### src/rtl/axi_decerr_slave.sv
// axi_decerr_slave: AXI sink that accepts every burst and answers DECERR with zero read data.
// Write and read channels run independent FSMs; all outputs come straight from flops.
module axi_decerr_slave #(
    parameter int DATA_WIDTH = 32,
    parameter int ID_WIDTH   = 8
) (
    input  logic                  clk,
    input  logic                  rst_n,
    input  logic [ID_WIDTH-1:0]   s_axi_awid,
    input  logic                  s_axi_awvalid,
    output logic                  s_axi_awready,
    input  logic                  s_axi_wlast,
    input  logic                  s_axi_wvalid,
    output logic                  s_axi_wready,
    output logic [ID_WIDTH-1:0]   s_axi_bid,
    output logic [1:0]            s_axi_bresp,
    output logic                  s_axi_bvalid,
    input  logic                  s_axi_bready,
    input  logic [ID_WIDTH-1:0]   s_axi_arid,
    input  logic [7:0]            s_axi_arlen,
    input  logic                  s_axi_arvalid,
    output logic                  s_axi_arready,
    output logic [ID_WIDTH-1:0]   s_axi_rid,
    output logic [DATA_WIDTH-1:0] s_axi_rdata,
    output logic [1:0]            s_axi_rresp,
    output logic                  s_axi_rlast,
    output logic                  s_axi_rvalid,
    input  logic                  s_axi_rready,
    output logic                  cpl_wr_valid,
    output logic                  cpl_rd_valid
);
    typedef enum logic [1:0] {W_IDLE, W_DATA, W_RESP} w_state_t;
    typedef enum logic {R_IDLE, R_DATA} r_state_t;
    w_state_t w_state, w_next;
    r_state_t r_state, r_next;
    logic [7:0] cnt, cnt_next;
    logic aw_hs, w_last_hs, b_hs, ar_hs, r_hs, r_last_hs;
    logic awready_d, wready_d, bvalid_d, arready_d, rvalid_d, rlast_d, cpl_wr_d, cpl_rd_d;
    assign aw_hs       = s_axi_awvalid & s_axi_awready;
    assign w_last_hs   = s_axi_wvalid & s_axi_wready & s_axi_wlast;
    assign b_hs        = s_axi_bvalid & s_axi_bready;
    assign ar_hs       = s_axi_arvalid & s_axi_arready;
    assign r_hs        = s_axi_rvalid & s_axi_rready;
    assign r_last_hs   = r_hs & s_axi_rlast;
    assign s_axi_bresp = 2'b11;
    assign s_axi_rresp = 2'b11;
    assign s_axi_rdata = '0;
    always_comb begin
        w_next   = (w_state == W_IDLE && aw_hs)     ? W_DATA :
                   (w_state == W_DATA && w_last_hs) ? W_RESP :
                   (w_state == W_RESP && b_hs)      ? W_IDLE : w_state;
        r_next   = (r_state == R_IDLE && ar_hs)     ? R_DATA :
                   (r_state == R_DATA && r_last_hs) ? R_IDLE : r_state;
        cnt_next = ar_hs ? s_axi_arlen : (r_hs && !s_axi_rlast) ? cnt - 8'd1 : cnt;
    end
    // Output flops are loaded from next-state values so every output is registered.
    always_comb begin
        awready_d = w_next == W_IDLE;
        wready_d  = w_next == W_DATA;
        bvalid_d  = w_next == W_RESP;
        arready_d = r_next == R_IDLE;
        rvalid_d  = r_next == R_DATA;
        rlast_d   = r_next == R_DATA && cnt_next == 8'd0;
        cpl_wr_d  = b_hs;
        cpl_rd_d  = r_last_hs;
    end
    always_ff @(posedge clk or negedge rst_n) begin
        if (!rst_n) begin
            w_state       <= W_IDLE;
            r_state       <= R_IDLE;
            cnt           <= '0;
            s_axi_awready <= 1'b0;
            s_axi_wready  <= 1'b0;
            s_axi_bvalid  <= 1'b0;
            s_axi_bid     <= '0;
            s_axi_arready <= 1'b0;
            s_axi_rvalid  <= 1'b0;
            s_axi_rlast   <= 1'b0;
            s_axi_rid     <= '0;
            cpl_wr_valid  <= 1'b0;
            cpl_rd_valid  <= 1'b0;
        end else begin
            w_state       <= w_next;
            r_state       <= r_next;
            cnt           <= cnt_next;
            s_axi_awready <= awready_d;
            s_axi_wready  <= wready_d;
            s_axi_bvalid  <= bvalid_d;
            s_axi_bid     <= aw_hs ? s_axi_awid : s_axi_bid;
            s_axi_arready <= arready_d;
            s_axi_rvalid  <= rvalid_d;
            s_axi_rlast   <= rlast_d;
            s_axi_rid     <= ar_hs ? s_axi_arid : s_axi_rid;
            cpl_wr_valid  <= cpl_wr_d;
            cpl_rd_valid  <= cpl_rd_d;
        end
    end
endmodule

### config.mk
export PLATFORM = sky130hd
export DESIGN_NAME = axi_decerr_slave
export DESIGN_NICKNAME = d
export VERILOG_FILES = /design/src/rtl/axi_decerr_slave.sv
export SDC_FILE = /design/constraint.sdc
export NUM_CORES = 1
export LEC_CHECK = 0
export BUFFER_PORTS_ARGS = -buffer_cell sky130_fd_sc_hd__buf_2
export CAP_MARGIN = 20
export CORE_MARGIN = 10
export CORE_UTILIZATION = 40
export CTS_CLUSTER_SIZE = 30
export DETAILED_ROUTE_END_ITERATION = 8
export PLACE_DENSITY = 0.75
export SLEW_MARGIN = 5
export SYNTH_ARGS = -nofsm -noshare
export SYNTH_HDL_FRONTEND = slang
export SYNTH_SLANG_ARGS = --single-unit
### constraint.sdc
create_clock -name clk -period 1.7 [get_ports clk]
set_input_delay 0.085 -clock clk [delete_from_list [all_inputs] [get_ports clk]]
set_output_delay 0.085 -clock clk [all_outputs]
set_load 0.05 [all_outputs]
==> reports/results.txt <==
status = complete, but fails checks
failing checks = setup timing
CTS tree = done
Row Count = 24
Netlist cell types = 39
Clock Latency Late Sink = 280 ps
Core Util, Final = 53.4%
initial antenna violation count = 0
post-synthesis adder-cell area fraction = 0.711%
cell area after placement = 0.00206 mm^2
final setup fails = 1
Synth Area in Compound Gates = 7.33%
FF+latch area = 855 um^2
synthesized flop and latch total = 34
count of max-cap constraint violations = 0
clock root buffer = clkbuf_8
Max Fclk = 0.571 GHz
Req. time, crit path = 1890 ps
Top Ports = 92
vias per inst = 4.44
CP arrival = 1940 ps
Final Hold Fails = 0
Synth warnings = 0
reg2reg path depth = 6
WS Path Type = flip-flop to flip-flop
Post-Route Skew = 3.37 ps
final WL = 4.40 mm
Final Wtd Congestion = 0.837
fin crit share = 103%
area grow syn2layout = 30.4%
overall power = 4.33 mW
ANT cells = 0
via count = 1375
CTS H-Tree Depth = 2
DRC violations left = 0
drt first pass iters = 4
commonest cells after routing, fill and taps aside = 55 x buf_2, 36 x conb_1, 31 x nand2_1, 31 x dfrtp_1, 18 x buf_4
worst setup path endpoint = s_axi_rlast
CORE AREA = 0.00429 mm^2
Power Density = 1890 mW/mm^2
Initial Util = 41.0%
total negative slack = -50.5 ps
# fillers = 410
nets@finish = 290
Synth Cell Area = 0.00176 mm^2
layout cells sized above 1 = 39.5%
hold crit path type = primary input to flip-flop
Die Span X = 86.3 um
register area share after synthesis = 48.4%
internal reg-to-reg setup slack = -50 ps
post-synthesis mux area share = 5.12%
RSZ-0062 raised after global routing = yes
hold slack = 30.9 ps
Max VDD drop = 0.794 mV
clock slew seen by the registers of the worst setup and hold paths = 60 ps
slew margin rel. = 50.1%
PortBufs = 55
grt ovf = 0
Worst Path Max Fanout = 4
die footprint = 0.00745 mm^2
DP Wirelength = 3.39 mm
largest net degree at the start of global routing = 35
Simple-Gate Fraction of Synth Area = 17.9%
RR Startpoint = cnt[0]
Starting DRT DRC Count = 70
Slew @ Worst Pin = 749 ps
die height = 86.3 um
worst hold stages = 2
largest family of logic cells by synthesized area = simple AND/OR/NAND/NOR gates
max-slew violations = 0
setup ws final = -50.5 ps
Num CTS Buffers = 5
Synth Area in XOR/XNOR = 2.99%
first-pass GRT wire length = 7.29 mm
ANT nets after route = 0
gr usage total = 12.2%
Mapped Cells = 174
crit end category = flip-flop
final instance area = 0.00229 mm^2
CTS Sinks = 34
Synth Area per Inst = 10.1 um^2
commonest non-fill, non-tap cell in the layout = buf_2
vias in the first global route = 1514
Multi-input gate area = 779 um^2
FF-to-FF End = s_axi_rlast
WL per Instance = 14.2 um
Clock Tree Buf Depth = 2
worst setup path start = cnt[0]
Leakage = 1.20 nW
Startpoint Class = flip-flop
fin crit period = 1750 ps
per-stage QoR:
step,instances,setup slack [ps]
floorplan,208,18.0
global placement,289,-82.5
detailed placement,289,-71.1
CTS,310,-31.4
global route,310,-148
finish,310,-50.5
worst min-delay path by stage:
stage | start | to | slack, ps
after floorplan | rst_n | cnt[0] | -210
after global placement | rst_n | s_axi_rid[1] | 200
after detailed placement | rst_n | s_axi_rid[0] | 200
after CTS | s_axi_arlen[4] | cnt[4] | 20
after global routing | s_axi_awid[7] | s_axi_bid[7] | 20
final | s_axi_awid[5] | s_axi_bid[5] | 30
metal layers:
layer / GRT usage, % / wire, um / share of wire, %
met4: 5.15 / 61 / 1.4
met1: 11.7 / 1500 / 34
met2: 21.6 / 2410 / 55
met5: 0 / 0 / 0
met3: 6.29 / 419 / 9.5
kinds of logic (layout without fill, tap and decap cells):
family	after synthesis	after routing
other	2	36
adders and majority gates	1	1
and+or+nand+nor	60	60
xor gates and xnor gates	6	6
DFF	34	34
AOI/OAI and AO/OA	19	19
buffers and inverters	44	94
muxes	8	8
critical path: stages, from the launching register on:
cell      delay [ps]
dfrtp_1          400
buf_4            150
or3_4            400
nor3_4           230
xnor2_2          140
a21oi_2           90
nor4bb_2         240
registers in the layout, indices dropped and copies added, names as in the netlist:
signal / flops
cpl_wr_valid: 1
s_axi_awready: 1
s_axi_bvalid: 1
s_axi_arready: 1
s_axi_rid: 8
s_axi_wready: 1
cnt: 8
s_axi_bid: 8
s_axi_rvalid: 1
s_axi_rlast: 1
w_state: 2
cpl_rd_valid: 1
where the power goes:
part	internal [mW]	leakage, nW	switching, mW
clock network	0.290	0.0395	0.261
registers	1.16	0.412	0.213
logic	0.812	0.748	1.59
repair_timing:
item,4_1_cts,5_1_grt
setup buffers,4,0
hold buffers,9,0
pin swaps,10,2
endpoints found under the hold margin,42,0
resized for setup,5,1
setup endpoints to repair,1,2
cell type report:
type / instances / share of cell area, %
timing repair buffer: 82 / 21.8
multi-input combinational: 130 / 34.0
inverter: 4 / 0.654
sequential: 34 / 37.2
tap: 52 / 2.84
clock buffer: 8 / 3.49
cell usage after synthesis (all sizes together):
cell type | count | area (um^2)
a2111oi | 1 | 10.0
a211oi | 1 | 7.51
a21o | 1 | 7.51
a21oi | 6 | 33.8
a31oi | 2 | 18.8
and2 | 1 | 6.26
and3 | 2 | 12.5
buf | 38 | 280
clkbuf | 2 | 7.51
conb | 2 | 7.51
dfrtp | 34 | 851
ha | 1 | 12.5
inv | 4 | 15.0
mux2 | 8 | 90.1
nand2 | 31 | 116
nand2b | 1 | 6.26
nand3 | 1 | 5.00
nand3b | 1 | 20.0
nand4 | 1 | 6.26
nand4b | 1 | 15.0
nor2 | 9 | 33.8
nor2b | 1 | 6.26
nor3 | 3 | 20.0
nor4 | 1 | 6.26
nor4bb | 1 | 16.3
o21a | 2 | 15.0
o21ai | 4 | 20.0
o21bai | 1 | 7.51
o311ai | 1 | 8.76
or2b | 1 | 7.51
or3 | 4 | 25.0
or4 | 1 | 11.3
xnor2 | 4 | 35.0
xor2 | 2 | 17.5
(Power assumes the default switching activity.)
